## src/rtl/pix_pkg.sv

```systemverilog
// Shared pixel-link definitions: framer FSM encoding and the byte values
// that give 0x00 its meaning as the frame marker on the serial line.
package pix_pkg;

   typedef enum logic [2:0] {
      IDLE     = 3'd0,
      HDR      = 3'd1,
      VRES     = 3'd2,
      HRES     = 3'd3,
      PIX_WAIT = 3'd4,
      PIX_SEND = 3'd5,
      FIN      = 3'd6
   } pix_state_e;

   localparam logic [7:0] FRAME_MARKER = 8'h00;
   localparam logic [7:0] ZERO_SUBST   = 8'h01;

   // Pixels must never look like a frame marker to the receiver.
   function automatic logic [7:0] subst_pixel(input logic [7:0] b);
      logic [7:0] r;
      if (b == FRAME_MARKER) begin
         r = ZERO_SUBST;
      end else begin
         r = b;
      end
      return r;
   endfunction

endpackage

```

## src/rtl/uart_tx_byte.sv

```systemverilog
// 8N1 byte serializer: a load while idle starts a byte on the next edge;
// complete pulses for one cycle once the stop bit has fully elapsed.
module uart_tx_byte #(
   parameter int CLKS_PER_BIT = 868
) (
   input  logic       CLK,
   input  logic       RST_N,
   input  logic [7:0] data,
   input  logic       load,
   output logic       tx,
   output logic       idle,
   output logic       complete
);

   localparam int             CW   = (CLKS_PER_BIT > 1) ? $clog2(CLKS_PER_BIT) : 1;
   localparam logic [CW-1:0]  LAST = CW'(CLKS_PER_BIT - 1);

   logic          active_q, active_d;
   logic [3:0]    bit_idx_q, bit_idx_d;
   logic [CW-1:0] clk_cnt_q, clk_cnt_d;
   logic [7:0]    shreg_q, shreg_d;
   logic          tx_q, tx_d;
   logic          complete_q, complete_d;

   // Bit sequencing: index 0 is the start bit, 1..8 data, 9 the stop bit.
   always_comb begin
      active_d   = active_q;
      bit_idx_d  = bit_idx_q;
      clk_cnt_d  = clk_cnt_q;
      shreg_d    = shreg_q;
      tx_d       = tx_q;
      complete_d = 1'b0;
      if (!active_q) begin
         if (load) begin
            active_d  = 1'b1;
            bit_idx_d = 4'd0;
            clk_cnt_d = '0;
            shreg_d   = data;
            tx_d      = 1'b0;
         end else begin
            tx_d = 1'b1;
         end
      end else if (clk_cnt_q == LAST) begin
         clk_cnt_d = '0;
         if (bit_idx_q == 4'd9) begin
            active_d   = 1'b0;
            complete_d = 1'b1;
            tx_d       = 1'b1;
         end else if (bit_idx_q == 4'd8) begin
            bit_idx_d = bit_idx_q + 4'd1;
            tx_d      = 1'b1;
         end else begin
            bit_idx_d = bit_idx_q + 4'd1;
            tx_d      = shreg_q[0];
            shreg_d   = {1'b0, shreg_q[7:1]};
         end
      end else begin
         clk_cnt_d = clk_cnt_q + CW'(1);
      end
   end

   // Serializer state; the line idles high straight out of reset.
   always_ff @(posedge CLK or negedge RST_N) begin
      if (!RST_N) begin
         active_q   <= 1'b0;
         bit_idx_q  <= 4'd0;
         clk_cnt_q  <= '0;
         shreg_q    <= 8'h00;
         tx_q       <= 1'b1;
         complete_q <= 1'b0;
      end else begin
         active_q   <= active_d;
         bit_idx_q  <= bit_idx_d;
         clk_cnt_q  <= clk_cnt_d;
         shreg_q    <= shreg_d;
         tx_q       <= tx_d;
         complete_q <= complete_d;
      end
   end

   assign tx       = tx_q;
   assign idle     = ~active_q;
   assign complete = complete_q;

endmodule

```

## src/rtl/pix_tx_framer.sv

```systemverilog
// Frame builder: sends 0x00, vres, hres and then vres*hres pixel bytes over
// a UART line, substituting 0x00 pixels so the marker stays unique.
module pix_tx_framer
   import pix_pkg::*;
#(
   parameter int CLKS_PER_BIT = 868
) (
   input  logic       CLK,
   input  logic       RST_N,
   input  logic       start,
   input  logic [7:0] img_hres,
   input  logic [7:0] img_vres,
   input  logic [7:0] pix_data,
   input  logic       pix_valid,
   output logic       pix_ready,
   output logic       tx,
   output logic       busy,
   output logic       done
);

   pix_state_e  state_q, state_d;
   logic [7:0]  vres_q, vres_d;
   logic [7:0]  hres_q, hres_d;
   logic [15:0] cnt_q, cnt_d;
   logic        load_q, load_d;
   logic [7:0]  byte_q, byte_d;
   logic        busy_q, busy_d;
   logic        done_q, done_d;
   logic        ready_q, ready_d;

   logic        ser_load_s;
   logic [7:0]  ser_data_s;
   logic        ser_tx_s;
   logic        ser_idle_s;
   logic        ser_complete_s;
   logic        xfer_s;

   assign xfer_s = (state_q == PIX_WAIT) && ready_q && pix_valid && ser_idle_s;

   // Header bytes go through a register; pixels load on the handshake itself
   // so back-to-back pixels keep the same two-cycle gap as the header.
   assign ser_load_s = load_q | xfer_s;
   assign ser_data_s = xfer_s ? subst_pixel(pix_data) : byte_q;

   uart_tx_byte #(
      .CLKS_PER_BIT(CLKS_PER_BIT)
   ) u_ser (
      .CLK      (CLK),
      .RST_N    (RST_N),
      .data     (ser_data_s),
      .load     (ser_load_s),
      .tx       (ser_tx_s),
      .idle     (ser_idle_s),
      .complete (ser_complete_s)
   );

   // State register.
   always_ff @(posedge CLK or negedge RST_N) begin
      if (!RST_N) begin
         state_q <= IDLE;
      end else begin
         state_q <= state_d;
      end
   end

   // Next-state logic.
   always_comb begin
      state_d = state_q;
      case (state_q)
         IDLE: begin
            if (start) state_d = HDR;
            else       state_d = IDLE;
         end
         HDR: begin
            if (ser_complete_s) state_d = VRES;
            else                state_d = HDR;
         end
         VRES: begin
            if (ser_complete_s) state_d = HRES;
            else                state_d = VRES;
         end
         HRES: begin
            if (!ser_complete_s)                          state_d = HRES;
            else if ((vres_q == 8'd0) || (hres_q == 8'd0)) state_d = FIN;
            else                                          state_d = PIX_WAIT;
         end
         PIX_WAIT: begin
            if (xfer_s) state_d = PIX_SEND;
            else        state_d = PIX_WAIT;
         end
         PIX_SEND: begin
            if (!ser_complete_s)     state_d = PIX_SEND;
            else if (cnt_q != 16'd0) state_d = PIX_WAIT;
            else                     state_d = FIN;
         end
         FIN:     state_d = IDLE;
         default: state_d = IDLE;
      endcase
   end

   // Output and datapath logic; each header byte is queued as its state is entered.
   always_comb begin
      vres_d  = vres_q;
      hres_d  = hres_q;
      cnt_d   = cnt_q;
      load_d  = 1'b0;
      byte_d  = byte_q;
      if ((state_q == IDLE) && start) begin
         vres_d = img_vres;
         hres_d = img_hres;
         cnt_d  = {8'h00, img_vres} * {8'h00, img_hres};
         load_d = 1'b1;
         byte_d = FRAME_MARKER;
      end else if ((state_q == HDR) && ser_complete_s) begin
         load_d = 1'b1;
         byte_d = vres_q;
      end else if ((state_q == VRES) && ser_complete_s) begin
         load_d = 1'b1;
         byte_d = hres_q;
      end else if (xfer_s) begin
         cnt_d = cnt_q - 16'd1;
      end else begin
         cnt_d = cnt_q;
      end
      busy_d  = (state_d != IDLE) && (state_d != FIN);
      done_d  = (state_d == FIN);
      ready_d = (state_d == PIX_WAIT);
   end

   // Datapath and output registers.
   always_ff @(posedge CLK or negedge RST_N) begin
      if (!RST_N) begin
         vres_q  <= 8'h00;
         hres_q  <= 8'h00;
         cnt_q   <= 16'd0;
         load_q  <= 1'b0;
         byte_q  <= 8'h00;
         busy_q  <= 1'b0;
         done_q  <= 1'b0;
         ready_q <= 1'b0;
      end else begin
         vres_q  <= vres_d;
         hres_q  <= hres_d;
         cnt_q   <= cnt_d;
         load_q  <= load_d;
         byte_q  <= byte_d;
         busy_q  <= busy_d;
         done_q  <= done_d;
         ready_q <= ready_d;
      end
   end

   assign tx        = ser_tx_s;
   assign busy      = busy_q;
   assign done      = done_q;
   assign pix_ready = ready_q;

endmodule

```

## config.mk

```make
export PLATFORM = sky130hd
export DESIGN_NAME = pix_tx_framer
export DESIGN_NICKNAME = d
export VERILOG_FILES = /design/src/rtl/pix_pkg.sv /design/src/rtl/uart_tx_byte.sv /design/src/rtl/pix_tx_framer.sv
export SDC_FILE = /design/constraint.sdc
export NUM_CORES = 1
export LEC_CHECK = 0
export ABC_AREA = 1
export CORE_MARGIN = 3
export CORE_UTILIZATION = 62
export CTS_CLUSTER_SIZE = 40
export DETAILED_ROUTE_END_ITERATION = 6
export PLACE_DENSITY = 0.84
export SETUP_SLACK_MARGIN = 0.15
export SLEW_MARGIN = 20
export SYNTH_ARGS = -nofsm -noshare
export SYNTH_HDL_FRONTEND = slang
export SYNTH_SLANG_ARGS = --single-unit
```

## constraint.sdc

```tcl
create_clock -name CLK -period 1.74 [get_ports CLK]
set_clock_uncertainty 0.05 [all_clocks]
set_input_delay 0.348 -clock CLK [delete_from_list [all_inputs] [get_ports CLK]]
set_output_delay 0.348 -clock CLK [all_outputs]
set_load 0.01 [all_outputs]
```

# After elaboration in Yosys (flattened, before gate mapping)
# Cells that the tools add are included.
# totals
register_bits	72
out_inout_bits	4
word_cells	102
# op_classes
addsub	3
mul	1
n_eq_ne	16
n_mux	45
bitwise_logic	2
reduce_logical	20
# ops
operator	n
2-to-1 mux 8 bit	10
2-to-1 mux 16 bit	4
2-to-1 mux 10 bit	3
zero test 8 bit	3
2-to-1 mux 1 bit	18
one-hot mux 3 bit (6 select lines)	1
multiplier 8 x 8 -> 16 bit	1
2-to-1 mux 4 bit	4
nonzero test 16 bit	1
subtractor 16 x 1 -> 16 bit, second input constant	1
== test 3 bit, second input constant	4
adder 10 x 1 -> 10 bit, second input constant	1
== test 10 bit, second input constant	1
inequality test 2 bit, second input constant	5
== test 4 bit, second input constant	2
2-to-1 mux 2 bit	4
logical AND 1 bit	7
== test 3 x 2 -> 1 bit, second input constant	2
AND reduction 3 bit	2
nonzero test 3 bit	2
adder 4 x 1 -> 4 bit, second input constant	1
AND reduction 4 bit	1
nonzero test 2 bit	2
== test 3 x 1 -> 1 bit, second input constant	1
6 further kinds	6

# Depth between registers and ports, before layout
# logic_depth
depth_word	8
mapped_depth	23
ltp_nobuf	22

# Hierarchy
# A second synthesis with hierarchy kept.
# unflattened
hier_cells	894
hier_area_um2	6470.0
# modules_own_cells
mod	n_inst	cells_per_inst	area_per_inst_um2
pix_tx_framer	1	716	5068.6
uart_tx_byte	1	178	1401.3

# Worst setup path before layout
# Ideal clock, no wire load.
# synth_timing
kind	input to register
start	input port img_hres[7]
end	register cnt_q[10]
arrival_time_ns	3.834
setup_slack_ns	-2.260
path_stages	19
path_buffers	1
cell_sequence	clkbuf_1 > nand2_1 > fa_1 > fa_1 > inv_1 > fa_1 > inv_1 > fa_1 > inv_1 > ha_1 > nand2_1 > nor2_1 > nand2_1 > nand2_1 > nand2_1 > nand3_1 > o21ai_0 > nand2_1 > nand2_1
# synth_via
elab_chain_len	2
# synth_rtl
item	line	rtl
from (decl)	pix_tx_framer.sv:11	input logic [7:0] img_hres,
multiplier 8 x 8 -> 16 bit	pix_tx_framer.sv:111	cnt_d = {8'h00, img_vres} * {8'h00, img_hres};
2-to-1 mux 16 bit	pix_tx_framer.sv:108	if ((state_q == IDLE) && start) begin
to (signal assigned)	pix_tx_framer.sv:144	cnt_q <= cnt_d;
to (decl)	pix_tx_framer.sv:24	logic [15:0] cnt_q, cnt_d;
# No other way between the ends.
# A chain may end at the register's enable or synchronous reset.

# Worst setup path in the final report
# layout_timing
start	input port img_hres[5]
end	register cnt_q[13]
# The elaborated chain is that of the path after synthesis.

==> summary.md <==
### Status
• **result of the run** finished, violations left
• **violations in the final reports** negative setup slack

### Synth
• **most area-consuming cells after synthesis** dfrtp_1 (28%), nand2_1 (16%), fa_1 (12%), inv_1 (11%), ha_1 (8.2%)
• **number of distinct library cell variants in the gate-level netlist after synthesis** 38
• **Top FF cell, synth** dfrtp_1
• **post-synthesis average cell area** 7.02 sq um
• **most frequently used cell type in the post-synthesis netlist** nand2_1
• **top-area cell type share of the netlist area** 28.4%
• **share of async-settable or async-resettable flops after synthesis** 100%
• **Synth Cell Area** 0.00626 sq mm
• **FF+latch count, synth** 72
• **total number of yosys warnings** 0
• **register area share after synthesis** 28.8%
• **post-synthesis instance total** 892
• **leading post-synthesis cells by instance count** nand2_1 (265), inv_1 (180), dfrtp_1 (71), nor2_1 (70), o21ai_0 (62)
• **number of enable-type register cells in the synthesized netlist** 0
• **number of nets in the synthesized netlist** 997
• **post-synthesis cell type with the largest combined area** dfrtp_1

### Timing
• **final period demand of the worst path** 3530 ps
• **Max Freq** 0.283 GHz
• **share of the clock period used by the worst path after layout** 203%
• **Final TNS setup** -20270 ps
• **Worst-Margin Slew** 417 ps
• **Hold Fails Final Rpt** 0
• **Slew headroom** 72.2%
• **Max Slew Vio Count** 0
• **unrepaired setup endpoints after global routing** true
• **number of setup violations in the final report** 13
• **setup slack of the critical path after layout** -1790 ps

### Worst setup path
• **worst path required time** 1990 ps
• **Arrival @ worst endpoint** 3780 ps
• **cell type with the highest occurrence count on the critical path** fa_1
• **endpoint class of the critical path** flop
• **Setup crit start kind** primary input
• **cell chain of the critical path** buf_6 -> buf_8 -> nand2_4 -> fa_1 -> fa_1 -> inv_2 -> fa_1 -> inv_2 -> fa_1 -> inv_2 -> ha_4 -> nand2_4 -> nor2_1 -> nand3_1 -> nand4_1 -> nand3_1 -> a21oi_1
• **Worst Path Max Fanout** 6
• **standard cell with the maximum stage delay on the critical path** fa_1
• **slowest stage delay, CP** 560 ps
• **critical path class** in2reg

### Clocking
• **worst-skew pair later-pin latency** 370 ps
• **# H-tree levels** 3
• **number of CTS-inserted buffers** 9
• **Root Buffer** clkbuf_8
• **clk sinks** 72
• **clock buffer depth** 2
• **clock-pin slew on the worst setup and hold paths** 70 ps
• **CTS tree** yes

### GRT
• **GRT Residual Overflow** 0
• **total global routing track utilization** 32.1%
• **vias in the first global route** 6509
• **antenna violations before repair** 0
• **largest net degree at the start of global routing** 73
• **first-pass GRT wire length** 29.2 mm

### Final layout
• **non-filler cells in the finished layout** 1140
• **synthesis-to-layout area growth** 35.3%
• **Fillers** 470
• **share of cells above drive strength 1** 29.9%
• **final layout net count** 1107
• **post-route cell area** 0.00847 sq mm
• **antenna cell count** 0

### Route
• **total via count in the routed design** 6888
• **final antenna-violating net count** 0
• **total length of routed wires** 21.7 mm
• **Detailed Route Iter0 Violations** 874
• **DRC violation count after routing** 0
• **detailed-routing iteration count for the pre-antenna-repair pass** 7
• **average wire per cell in the routed design** 19.0 um
• **via/cell ratio** 6.04

### Floorplan
• **vertical extent of the die** 107 um
• **die area** 0.0113 sq mm
• **width of the die** 107 um
• **io pins** 32
• **area inside the core boundary** 0.00982 sq mm
• **standard-cell rows** 36
• **initial core utilization** 63.8%

### Placed design
• **number of cells after detailed placement** 1088
• **# port buffers** 31
• **placed instance area** 0.00729 sq mm
• **HPWL after detailed placement** 11.7 mm
• **weighted congestion reported at the end of routability-driven placement** 0.968

### Pwr
• **net switching component of the power** 0.00419 W
• **Net Sw Frac** 45.5%
• **share of total power in the clock network** 15.0%
• **combinational group share of total power** 59.9%
• **Reg power frac** 25.1%
• **maximum vdd drop** 0.746 mV
• **Internal Dissipation** 0.00501 W
• **power density relative to cell area** 1090 mW/mm^2
• **P_leak** 4.50 nW

### Flow run
• **count of maximum capacitance violations** 0

### Min path
• **Hold WC Path Type** in2reg

power groups by stage:
stage | registers, W | clock network, W | logic, W
after global routing | 0.00234 | 0.00143 | 0.00601
after global placement | 0.00226 | 0 | 0.00391
final | 0.00231 | 0.00138 | 0.00552
after detailed placement | 0.00227 | 0 | 0.00403
after floorplan | 0.00221 | 0 | 0.00292
after CTS | 0.00225 | 0.00134 | 0.00470
timing repair:
action                                  in CTS  in global routing
pin swaps                                   74                 50
endpoints found under the hold margin       71                  0
buffers inserted                            17                 13
hold buffers                                 1                  0
gates resized for setup                    179                117
gates cloned                                 3                  2
endpoints found under the setup margin      46                 61
area by class of cell:
cell class	instances	area (sq um)	area share, %
flip-flops and latches	72	1800	21.3
clock buffers	13	149	1.76
multi-input cells	609	4430	52.3
clock inverters	3	42.5	0.502
inverters	182	701	8.27
repair buffers	128	1180	14.0
well taps	133	166	1.96
flip-flops by register name (all words and copies together), names as in the netlist, 3 cells and up:
signal,flops
byte_q,8
state_q,3
cnt_q,16
u_ser.shreg_q,8
vres_q,8
u_ser.bit_idx_q,4
u_ser.clk_cnt_q,10
hres_q,8
worst paths after layout:
path | startpoint | end | slack (ps) | cells past startpoint
setup / recovery | img_hres[5] | cnt_q[13] | -1790 | 17
min in group asynchronous | RST_N | u_ser.shreg_q[7] | 490 | 3
max in group asynchronous | RST_N | u_ser.tx | 780 | 3
hold reg to reg | u_ser.shreg_q[1] | u_ser.shreg_q[1] | 460 | 2
hold / removal | img_hres[4] | hres_q[4] | 280 | 4
setup reg to reg | cnt_q[0] | cnt_q[12] | -80 | 11
logic make-up (layout without fill, tap and decap cells):
group	after synthesis	count (layout)	synth area share (%)
AND/OR/NAND/NOR	415	417	27.9
buffers and inverters	213	326	13.0
AO/OA/AOI/OAI	103	103	8.91
adder cells (fa/ha/maj)	77	77	19.7
flip-flops	72	72	28.8
XOR/XNOR	12	12	1.68
per-layer routing:
layer | up-vias | GRT usage [%] | share of wire [%]
li1 | 2965 | - | -
met2 | 542 | 58.6 | 49
met3 | 197 | 4.74 | 8.6
met1 | 3184 | 36.0 | 34
met4 | 0 | 17.0 | 8.4
met5 | - | 0 | 0
worst max-delay path: cells and delay by family:
kind	cells	cell delay, ps
adders and majority gates	5	2340
and+or+nand+nor	6	620
buffers and inverters	5	350
AOI/OAI and AO/OA	1	130
cells in the final DEF, fill, tap and decap left out, types with 7 or more instances in the layout:
master,instances
ha_1,25
nand3_4,7
nand3_2,10
o21ai_2,9
buf_6,30
o22ai_1,12
clkbuf_8,10
nor2_1,57
nand2_2,34
buf_4,67
inv_2,35
nand2_1,216
a21oi_1,13
o21ai_1,21
o21ai_0,32
ha_4,15
nand2_4,19
clkdlybuf4s50_1,9
xor2_1,8
fa_1,31
nand4_1,10
dfrtp_1,71
nor2_4,8
nand3_1,27
inv_1,142
per-stage QoR:
stage	total power (W)	hold WS, ps	setup WS, ps	util, %
2_1_floorplan	0.00513	2.41	-1870	-
3_3_place_gp	0.00617	351	-2550	74.2
3_5_place_dp	0.00630	357	-2610	74.2
4_1_cts	0.00829	275	-1800	81.2
5_1_grt	0.00978	309	-1980	86.3
6_report	0.00921	281	-1790	86.3
Note: power is estimated with default switching activity, not from simulation.
